[src/rtl/ps2_host_tx.sv]
// PS/2 host-to-device transmitter: inhibit, request-to-send, shift 11-bit frame on device clock, check ack.
// Optional macro PS2_TX_RETRY_EN: on error, re-send the same byte up to MAX_RETRY times before flagging tx_err.
module ps2_host_tx #(
    parameter int unsigned INHIBIT_CYCLES = 6000,
    parameter int unsigned TIMEOUT_CYCLES = 750000,
    parameter int unsigned MAX_RETRY      = 2
) (
    input  logic       iCLK_50,
    input  logic       reset,
    input  logic       tx_start,
    input  logic [7:0] tx_data,
    output logic       tx_busy,
    output logic       tx_done,
    output logic       tx_err,
    input  logic       ps2_clk_in,
    input  logic       ps2_data_in,
    output logic       ps2_clk_oe,
    output logic       ps2_data_oe
);

    localparam int unsigned TIMER_MAX = (TIMEOUT_CYCLES > INHIBIT_CYCLES) ? TIMEOUT_CYCLES : INHIBIT_CYCLES;
    localparam int unsigned TW        = $clog2(TIMER_MAX + 1);
    localparam int unsigned FRAME_W   = 11;
    localparam int unsigned CW        = 4;
`ifdef PS2_TX_RETRY_EN
    localparam int unsigned RW        = ($clog2(MAX_RETRY + 1) > 0) ? $clog2(MAX_RETRY + 1) : 1;
`endif

    typedef enum logic [2:0] {
        IDLE      = 3'd0,
        INHIBIT   = 3'd1,
        SHIFT     = 3'd2,
        ACK       = 3'd3,
        WAIT_IDLE = 3'd4
    } state_t;

    state_t               state_q, state_d;
    logic [TW-1:0]        timer_q, timer_d;
    logic [CW-1:0]        bit_cnt_q, bit_cnt_d;
    logic [FRAME_W-1:0]   frame_q, frame_d;
    logic                 clk_oe_d, data_oe_d, busy_d, done_d, err_d;
    logic                 fail;
`ifdef PS2_TX_RETRY_EN
    logic [RW-1:0]        retry_q, retry_d;
`endif

    // Pin synchronisers; the third clock flop gives the falling-edge detect
    logic clk_meta, clk_sync, clk_prev, data_meta, data_sync;
    logic fall;

    always_ff @(posedge iCLK_50 or posedge reset) begin
        if (reset) begin
            clk_meta  <= 1'b0;
            clk_sync  <= 1'b0;
            clk_prev  <= 1'b0;
            data_meta <= 1'b0;
            data_sync <= 1'b0;
        end else begin
            clk_meta  <= ps2_clk_in;
            clk_sync  <= clk_meta;
            clk_prev  <= clk_sync;
            data_meta <= ps2_data_in;
            data_sync <= data_meta;
        end
    end

    assign fall = clk_prev & ~clk_sync;

    always_ff @(posedge iCLK_50 or posedge reset) begin
        if (reset) begin
            state_q     <= IDLE;
            timer_q     <= '0;
            bit_cnt_q   <= '0;
            frame_q     <= '0;
            tx_busy     <= 1'b0;
            tx_done     <= 1'b0;
            tx_err      <= 1'b0;
            ps2_clk_oe  <= 1'b0;
            ps2_data_oe <= 1'b0;
`ifdef PS2_TX_RETRY_EN
            retry_q     <= '0;
`endif
        end else begin
            state_q     <= state_d;
            timer_q     <= timer_d;
            bit_cnt_q   <= bit_cnt_d;
            frame_q     <= frame_d;
            tx_busy     <= busy_d;
            tx_done     <= done_d;
            tx_err      <= err_d;
            ps2_clk_oe  <= clk_oe_d;
            ps2_data_oe <= data_oe_d;
`ifdef PS2_TX_RETRY_EN
            retry_q     <= retry_d;
`endif
        end
    end

    // Next-state and next-output logic; outputs are registered from the _d values
    always_comb begin
        state_d   = state_q;
        timer_d   = timer_q;
        bit_cnt_d = bit_cnt_q;
        frame_d   = frame_q;
        clk_oe_d  = ps2_clk_oe;
        data_oe_d = ps2_data_oe;
        busy_d    = tx_busy;
        done_d    = 1'b0;
        err_d     = 1'b0;
        fail      = 1'b0;
`ifdef PS2_TX_RETRY_EN
        retry_d   = retry_q;
`endif
        case (state_q)
            IDLE: begin
                timer_d   = '0;
                clk_oe_d  = 1'b0;
                data_oe_d = 1'b0;
                busy_d    = 1'b0;
                if (tx_start && !tx_busy) begin
                    frame_d   = {1'b1, ~^tx_data, tx_data, 1'b0};
                    bit_cnt_d = '0;
                    busy_d    = 1'b1;
                    clk_oe_d  = 1'b1;
                    state_d   = INHIBIT;
`ifdef PS2_TX_RETRY_EN
                    retry_d   = '0;
`endif
                end
            end
            INHIBIT: begin
                timer_d = timer_q + TW'(1);
                if (timer_q == TW'(INHIBIT_CYCLES - 2)) data_oe_d = 1'b1;
                if (timer_q == TW'(INHIBIT_CYCLES - 1)) begin
                    timer_d  = '0;
                    clk_oe_d = 1'b0;
                    state_d  = SHIFT;
                end
            end
            SHIFT: begin
                timer_d = timer_q + TW'(1);
                if (fall) begin
                    timer_d   = '0;
                    bit_cnt_d = bit_cnt_q + CW'(1);
                    data_oe_d = ~frame_q[bit_cnt_d];
                    if (bit_cnt_d == CW'(FRAME_W - 1)) state_d = ACK;
                end else if (timer_q == TW'(TIMEOUT_CYCLES - 1)) begin
                    fail = 1'b1;
                end
            end
            ACK: begin
                timer_d   = timer_q + TW'(1);
                data_oe_d = 1'b0;
                if (fall) begin
                    timer_d = '0;
                    if (data_sync) fail = 1'b1;
                    else           state_d = WAIT_IDLE;
                end else if (timer_q == TW'(TIMEOUT_CYCLES - 1)) begin
                    fail = 1'b1;
                end
            end
            WAIT_IDLE: begin
                timer_d = timer_q + TW'(1);
                if (clk_sync && data_sync) begin
                    done_d  = 1'b1;
                    busy_d  = 1'b0;
                    state_d = IDLE;
                end else if (timer_q == TW'(TIMEOUT_CYCLES - 1)) begin
                    fail = 1'b1;
                end
            end
            default: state_d = IDLE;
        endcase

        // Error path: release the bus, then either retry or report
        if (fail) begin
            clk_oe_d  = 1'b0;
            data_oe_d = 1'b0;
            timer_d   = '0;
            bit_cnt_d = '0;
`ifdef PS2_TX_RETRY_EN
            if (retry_q != RW'(MAX_RETRY)) begin
                retry_d  = retry_q + RW'(1);
                clk_oe_d = 1'b1;
                state_d  = INHIBIT;
            end else begin
                busy_d  = 1'b0;
                err_d   = 1'b1;
                state_d = IDLE;
            end
`else
            busy_d  = 1'b0;
            err_d   = 1'b1;
            state_d = IDLE;
`endif
        end
    end

endmodule

[config.mk]
export PLATFORM = sky130hd
export DESIGN_NAME = ps2_host_tx
export DESIGN_NICKNAME = d
export VERILOG_FILES = /design/src/rtl/ps2_host_tx.sv
export SDC_FILE = /design/constraint.sdc
export NUM_CORES = 1
export LEC_CHECK = 0
export BUFFER_PORTS_ARGS = -buffer_cell sky130_fd_sc_hd__buf_2
export CAP_MARGIN = 25
export CORE_UTILIZATION = 45
export DETAILED_ROUTE_END_ITERATION = 8
export GPL_TIMING_DRIVEN = 0
export PLACE_DENSITY = 0.59
export REMOVE_ABC_BUFFERS = 1
export SLEW_MARGIN = 15
export SYNTH_ARGS = -nofsm -noshare
export SYNTH_HDL_FRONTEND = slang
export SYNTH_SLANG_ARGS = --single-unit
export TNS_END_PERCENT = 1
[constraint.sdc]
create_clock -name iCLK_50 -period 2.74 [get_ports iCLK_50]
set_clock_uncertainty 0.05 [all_clocks]
set_input_delay 0.274 -clock iCLK_50 [delete_from_list [all_inputs] [get_ports iCLK_50]]
set_output_delay 0.274 -clock iCLK_50 [all_outputs]
set_load 0.05 [all_outputs]
==> Word level (Yosys, flattened, before mapping) <==
Cells that the tools add are included.
{ "word_totals": {"regBits": 47, "inputBits": 13, "out_inout_bits": 5, "elab_cells": 93} }
{ "op_classes": {"n_addsub": 2, "order_cmp": 1, "n_eq_ne": 16, "n_mux": 39, "bitwise": 3, "n_reduce_logical": 18} }
{ "ops": {"columns": ["op", "count"], "rows": [
  ["$pmux W20 S4", 1],
  ["$mux W20", 3],
  ["$eq A20 B13 Y1 const B", 2],
  ["$mux W3", 8],
  ["$ne A3 B3 Y1 const B", 8],
  ["$add A20 B1 Y20 const B", 1],
  ["$eq A20 B20 Y1 const B", 1],
  ["$mux W1", 17],
  ["$pmux W3 S5", 1],
  ["$mux W4", 3],
  ["$reduce_bool A3 Y1", 3],
  ["$pmux W4 S2", 1],
  ["$reduce_xnor A8 Y1", 1],
  ["$reduce_and A7 Y1", 1],
  ["$eq A3 B2 Y1 const B", 2],
  ["$pmux W1 S3", 2],
  ["$reduce_and A2 Y1", 3],
  ["$reduce_and A3 Y1", 2],
  ["$lt A4 B5 Y1 const B", 1],
  ["$reduce_bool A5 Y1", 1],
  ["$add A4 B1 Y4 const B", 1],
  ["$bmux W1 S4", 1],
  ["$eq A4 B4 Y1 const B", 1],
  ["$pmux W1 S2", 2],
  ["9 further kinds", 12]
]} }

==> Longest topological paths before layout <==
Gate-level depths: netlist of the first run.
{ "logic_depth": {"ltp_word": 7, "depth_mapped": 9, "mapped_depth_nobuf": 7} }

==> Worst setup path before layout of the first run <==
OpenSTA, ideal clock, no wires.
{ "synth_timing": {"kind": "reg2reg", "from": "register timer_q[18]", "to": "register timer_q[9]", "setup_time_ps": 126, "arrival_ps": 2273, "required_time_ps": 2564, "path_slack_ps": 290, "stages_incl_launch_ff": 9, "path_buffers": 2, "period_less_slack_ps": 2450, "path_cell_list": "dfrtp_1 or4b_1 or3_1 or4_4 and2_4 buf_6 buf_6 a31oi_2 mux2i_1"} }
{ "synth_via": {"elab_chain_cells": 5, "word_cells_on_any_way": 11, "cone_classes": "2 x eq/ne; 8 x mux; 1 x reduce/logical"} }
{ "synth_lines": {"columns": ["element", "line", "rtl"], "rows": [
  ["from (decl)", "38", "logic [TW-1:0] timer_q, timer_d;"],
  ["from (signal assigned)", "85", "timer_q <= timer_d;"],
  ["$eq A20 B20 Y1", "147, 158, 168", null],
  ["$mux W1", "147, 158, 168", null],
  ["$mux W1 (on tied branches)", "164, 142, 154", null],
  ["$pmux W1 S3", "114", "case (state_q)"],
  ["$reduce_bool A5 Y1 (no source line) or $mux W20 (tied branches)", null, null]
]} }
Parallel ways exist; a longest one is shown, timed or not.
A chain may end at the register's enable or synchronous reset.

==> Final worst setup path of the first run <==
{ "layout_timing": {"from": "register timer_q[18]", "to": "register timer_q[15]"} }
The elaborated chain is that of the path after synthesis.

==> impl_metrics.ini, run 1 <==
[status]
outcome = finished clean

[global_routing]
grt_pass1_vias = 1995
grt.overflow.total = 0
track_usage = 0.2064
grt_start_max_net_pins = 35
antenna_found_initial = 0
grt_pass1_wl_microns = 9798

[clock_network]
ctsRootBufferMaster = clkbuf_8
cts-buffers-inserted = 5
clkTransAtPathRegs_ps = 90
cts.sinks = 47
cts_tree = done
clock_latency_ps = 300
cts_setup_buffers = 0
htreeDepth = 2
clock_path_buffers = 2

[setup_path]
critPathTopFamily = simple AND/OR/NAND/NOR gates
path_buf_inv = 0
crit_chain = or4b_1 > or3_1 > or4_4 > and2_4 > nand2_2 > o22ai_1
crit_fanout = 18
slowest_stage = or4b_1
cp_data_arrival_time_ps = 2740
slowest_delay_ps = 520
required_ps = 2870
endpoint_kind = register
start_kind = register
worstSetupPathType = reg2reg

[timing]
rsz0062_at_grt = no
period_minus_slack_ps = 2609
finalHoldViolCount = 0
setup_viol = 0
maxSlewViolCount = 0
fin_ws_ps = 131.3
final.period_utilization = 0.9521
maxSlewHeadroom = 0.4248
worst_pin_slew_ps = 861.9
max_freq_mhz = 383.3
finalSetupTns_ps = 0

[logic_synthesis]
synth_top_family_by_area = simple AND/OR/NAND/NOR gates
synth-adder-area-share = 0.01894
async_flop_share = 1.000
synth.distinct_cells = 53
synth-edff-count = 0
synth_seq_cells = 47
syn_inst = 294
synthMuxAreaShare = 0.06203
synthSimpleGateAreaFrac = 0.2533
synth_compound_area_frac = 0.1373
syn_area_sq_um = 2643
syn_area_per_cell_sq_um = 8.988
yosysWarnings = 0
yosysSeqAreaShare = 0.4451
synth_top_flop_cell = dfrtp_1
synth_xor_area_frac = 0.03314

[die]
rows = 27
die_x_microns = 78.63
io_pins = 18
start_util = 0.4741
dieArea_sq_um = 6183
coreArea_sq_um = 5574
die_h_microns = 78.63

[route]
drtIter0Drc = 109
wl_per_cell_microns = 15.13
ant_nets = 0
drc = 0
via_per_inst = 5.726
routed_wl_microns = 5689
dr.pass1.iters = 7
routed-via-count = 2153

[place]
globalplace.congestion = 0.7866
pre_cts_ws_ps = -81.84
dp_hpwl_microns = 3827
dpl_cell_area_sq_um = 2756
portBuffers = 17

[finish]
insertedDiodeCount = 0
final_cell_mix = 47 x dfrtp_1, 36 x nand2_1, 26 x nor2_1, 20 x nand3_1, 17 x buf_2
final_area_sq_um = 2908
drive_gt1_frac = 0.1480
final_common_cell = dfrtp_1
final_util = 0.5217
area_growth_pct = 10.04
final_nets = 320
n_fill_cell = 538

[pwr]
p_leak_nw = 1.269
peakVddDrop_mv = 0.2497
power.density_nw_per_um2 = 469.6

[job]
max_cap_viol_count = 0

[min_path]
min_path_type = in2reg
worst register-to-register path: cells and delay by family (launching register included):
kind             cells  cell delay (ps)
AO/OA/AOI/OAI        1              140
flip-flops           1              440
AND/OR/NAND/NOR      5             1860
per-layer routing:
metal / wire length, microns / global-route usage / up-vias / share of wire
met5: 0 / 0 / - / 0
met3: 202 / 0.04419 / 6 / 0.036
li1: - / - / 1069 / -
met2: 2499 / 0.3070 / 43 / 0.44
met4: 56 / 0.06481 / 0 / 0.0098
met1: 2931 / 0.2979 / 1035 / 0.52
power by group:
part | switching, mW | total (mW) | leakage (nW) | internal [mW]
combinational | 0.0274 | 0.0495 | 0.590 | 0.0222
sequential | 0.00183 | 0.699 | 0.615 | 0.697
clock | 0.253 | 0.617 | 0.0644 | 0.364
total | 0.283 | 1.37 | 1.27 | 1.08
path summary, 6_finish.rpt:
kind | from | to | slack [ps] | depth (start not counted)
max in group asynchronous | reset | frame_q[9]$_DFFE_PP0P_ | 1760 | 4
hold / removal | ps2_data_in | data_meta$_DFF_PP0_ | 20 | 1
setup / recovery | timer_q[18]$_DFFE_PP0P_ | timer_q[15]$_DFFE_PP0P_ | 130 | 6
setup reg to reg | timer_q[18]$_DFFE_PP0P_ | timer_q[15]$_DFFE_PP0P_ | 130 | 6
hold reg to reg | data_meta$_DFF_PP0_ | data_sync$_DFF_PP0_ | 320 | 0
min in group asynchronous | reset | timer_q[0]$_DFFE_PP0P_ | 400 | 3
registers in the layout, summed over array words and instances, names as in the netlist, 3 cells and up:
| name | flops |
|---|---|
| timer_q | 20 |
| frame_q | 10 |
| bit_cnt_q | 4 |
| state_q | 3 |
final cells by class:
cell class                      instances  area, sq um  area share
Inverter                               13        48.80     0.01678
Clock buffer                            5        68.82     0.02367
Timing Repair Buffer                   19        115.1     0.03959
Multi-Input combinational cell        217         1341      0.4613
Sequential cell                        47         1176      0.4045
Tap cell                               72        90.09     0.03098
Clock inverter                          3        67.56     0.02324
stage by stage:
step	hold slack, ps	total power [mW]	instances
5_1_grt	3.568	1.420	376
4_1_cts	11.94	1.381	376
3_3_place_gp	283.9	0.7589	366
3_5_place_dp	196.8	0.7628	367
6_report	21.60	1.365	376
2_1_floorplan	255.4	0.7412	277
cells in the mapped netlist (2+ instances only):
cell type | count | share of area
ha_1 | 4 | 0.019
buf_6 | 2 | 0.0085
nor4_1 | 2 | 0.0047
nand3b_1 | 3 | 0.0085
dfrtp_1 | 47 | 0.45
a21o_1 | 2 | 0.0057
mux2_2 | 9 | 0.038
o21ai_1 | 4 | 0.0076
nand4_1 | 13 | 0.031
inv_1 | 12 | 0.017
o211ai_1 | 5 | 0.014
nand3_1 | 20 | 0.038
nor2b_1 | 7 | 0.017
nand2_1 | 38 | 0.054
and3_1 | 3 | 0.0071
nor3b_1 | 2 | 0.0057
a31oi_1 | 8 | 0.019
nor2_1 | 27 | 0.038
o21ai_0 | 9 | 0.017
a21oi_1 | 12 | 0.023
and2_1 | 2 | 0.0047
xnor2_1 | 7 | 0.023
nor3_1 | 2 | 0.0038
o31ai_1 | 2 | 0.0057
o22ai_1 | 5 | 0.012
nand2b_1 | 3 | 0.0071
a22oi_1 | 2 | 0.0057
mux2i_1 | 4 | 0.015
xor2_1 | 3 | 0.0099
clkbuf_1 | 12 | 0.017
cell families (layout without fill, tap and decap cells):
kind of cell    count (synthesis)  in the layout
buf+inv                        30             40
simple gates                  132            132
mux                            14             14
compound gates                 57             57
fa+ha+maj                       4              4
flops                          47             47
xor+xnor                       10             10
repair_timing:
action | in CTS | in global routing
hold buffers | 1 | 0
hold endpoints to repair | 13 | 0
pin swaps | 0 | 0
resized for setup | 1 | 1
setup endpoints to repair | 11 | 17
(Power assumes the default switching activity.)
==> inputs of run 2 (changes only) <==
HOLD_SLACK_MARGIN = 0.1   (was default)
==> impl_metrics.ini, run 2 (synthesis results as in run 1) <==
[status]
outcome = finished clean

[finish]
insertedDiodeCount = 0
final_util = 0.5253
final_area_sq_um = 2928
n_fill_cell = 537
final_nets = 322
area_growth_pct = 10.80
regArea_sq_um = 1176
largest_reg_flops = 20
regMostFlops = timer_q
final_common_cell = dfrtp_1
reg.largest.list = timer_q: 20 flops, frame_q: 10 flops, bit_cnt_q: 4 flops
final_cell_mix = 47 x dfrtp_1, 36 x nand2_1, 26 x nor2_1, 20 x nand3_1, 17 x buf_2
drive_gt1_frac = 0.1471
multi_input_area_sq_um = 1341

[route]
wl_per_cell_microns = 15.15
via_per_inst = 5.717
drtIter0Drc = 132
dr.pass1.iters = 4
ant_nets = 0
routed_wl_microns = 5725
routed-via-count = 2161
drc = 0

[place]
pre_cts_ws_ps = -81.84
dpl_cell_area_sq_um = 2756
portBuffers = 17
dp_hpwl_microns = 3827
globalplace.congestion = 0.7866

[global_routing]
grt_start_max_net_pins = 35
grt_pass1_vias = 1995
use_met2 = 0.3070
track_usage = 0.2064
grt_pass1_wl_microns = 9798
grt.overflow.total = 0
grtUsageMet1 = 0.2979
grt_busiest_layer = met2
antenna_found_initial = 0
globalRouteMet3Util = 0.04419

[setup_path]
path_buf_inv = 0
cp_data_arrival_time_ps = 2760
required_ps = 2880
slowest_delay_ps = 510
crit_chain = or4b_1 > or3_1 > or4_4 > and2_4 > nand2_2 > o22ai_1
worstSetupPathType = reg2reg
slowest_stage = or4b_1
critPathTopFamily = simple AND/OR/NAND/NOR gates
rr_worst_depth = 6
r2r-start = timer_q[6]$_DFFE_PP0P_
r2r_setup_slack_ps = 120
endpoint_kind = register
reg2reg_to = timer_q[15]$_DFFE_PP0P_
start_kind = register
crit_fanout = 18

[timing]
fin_ws_ps = 120.8
rsz0062_at_grt = no
maxSlewHeadroom = 0.4233
final.period_utilization = 0.9559
setup_viol = 0
period_minus_slack_ps = 2619
worst_pin_slew_ps = 864.1
finalSetupTns_ps = 0
finalHoldViolCount = 0
maxSlewViolCount = 0
max_freq_mhz = 381.8

[die]
die_x_microns = 78.63
coreArea_sq_um = 5574
dieArea_sq_um = 6183
die_h_microns = 78.63
io_pins = 18
start_util = 0.4741
rows = 27

[pwr]
peakVddDrop_mv = 0.2536
total_power_mw = 1.368
p_leak_nw = 1.278
power.density_nw_per_um2 = 467.2

[clock_network]
ctsRootBufferMaster = clkbuf_8
clkTransAtPathRegs_ps = 90
cts_setup_buffers = 0
clock_latency_ps = 310
cts_tree = done
htreeDepth = 2
cts.sinks = 47
clock_path_buffers = 2
cts-buffers-inserted = 5

[min_path]
whs_path_depth = 2
min_to = frame_q[8]$_DFFE_PP0P_
min_path_type = in2reg
worstHoldStart = tx_data[7]

[job]
max_cap_viol_count = 0
run 2: what timing repair did:
item	4_1_cts	5_1_grt
resized for setup	1	1
hold endpoints to repair	15	0
hold buffers	3	0
endpoints found under the setup margin	11	17
run 2: worst max-delay path by stage:
stage / to / slack, ps / startpoint / cells after the start
final: timer_q[15]$_DFFE_PP0P_ / 120 / timer_q[6]$_DFFE_PP0P_ / 6
after global routing: timer_q[6]$_DFFE_PP0P_ / 10 / state_q[1]$_DFFE_PP0P_ / 6
after CTS: timer_q[15]$_DFFE_PP0P_ / 40 / timer_q[4]$_DFFE_PP0P_ / 6
after detailed placement: timer_q[19]$_DFFE_PP0P_ / -80 / timer_q[4]$_DFFE_PP0P_ / 6
after global placement: timer_q[6]$_DFFE_PP0P_ / -60 / timer_q[4]$_DFFE_PP0P_ / 6
after floorplan: timer_q[19]$_DFFE_PP0P_ / 310 / timer_q[18]$_DFFE_PP0P_ / 6
run 2: final cells by class:
class,count,share of cell area
tap,72,0.03077
clock inverter,3,0.02308
clock buffer,5,0.02350
multi-input combinational,217,0.4581
sequential,47,0.4017
timing repair buffer,21,0.04615
inverter,13,0.01667
run 2: per-layer routing:
layer  share of wire  routed length, microns
met1            0.51                    2904
met2            0.44                    2491
met3           0.047                     268
met4           0.010                      59
met5               0                       0
run 2: where the power goes:
part | total (mW) | internal (mW) | leakage [nW] | switching (mW)
combinational | 0.0517 | 0.0240 | 0.598 | 0.0277
sequential | 0.699 | 0.697 | 0.615 | 0.00183
clock | 0.618 | 0.364 | 0.0644 | 0.254
run 2: through the flow:
stage | hold slack, ps | cells
floorplan | 255.4 | 277
global placement | 283.9 | 366
detailed placement | 196.8 | 367
CTS | 167.4 | 378
global route | 159.7 | 378
finish | 174.7 | 378
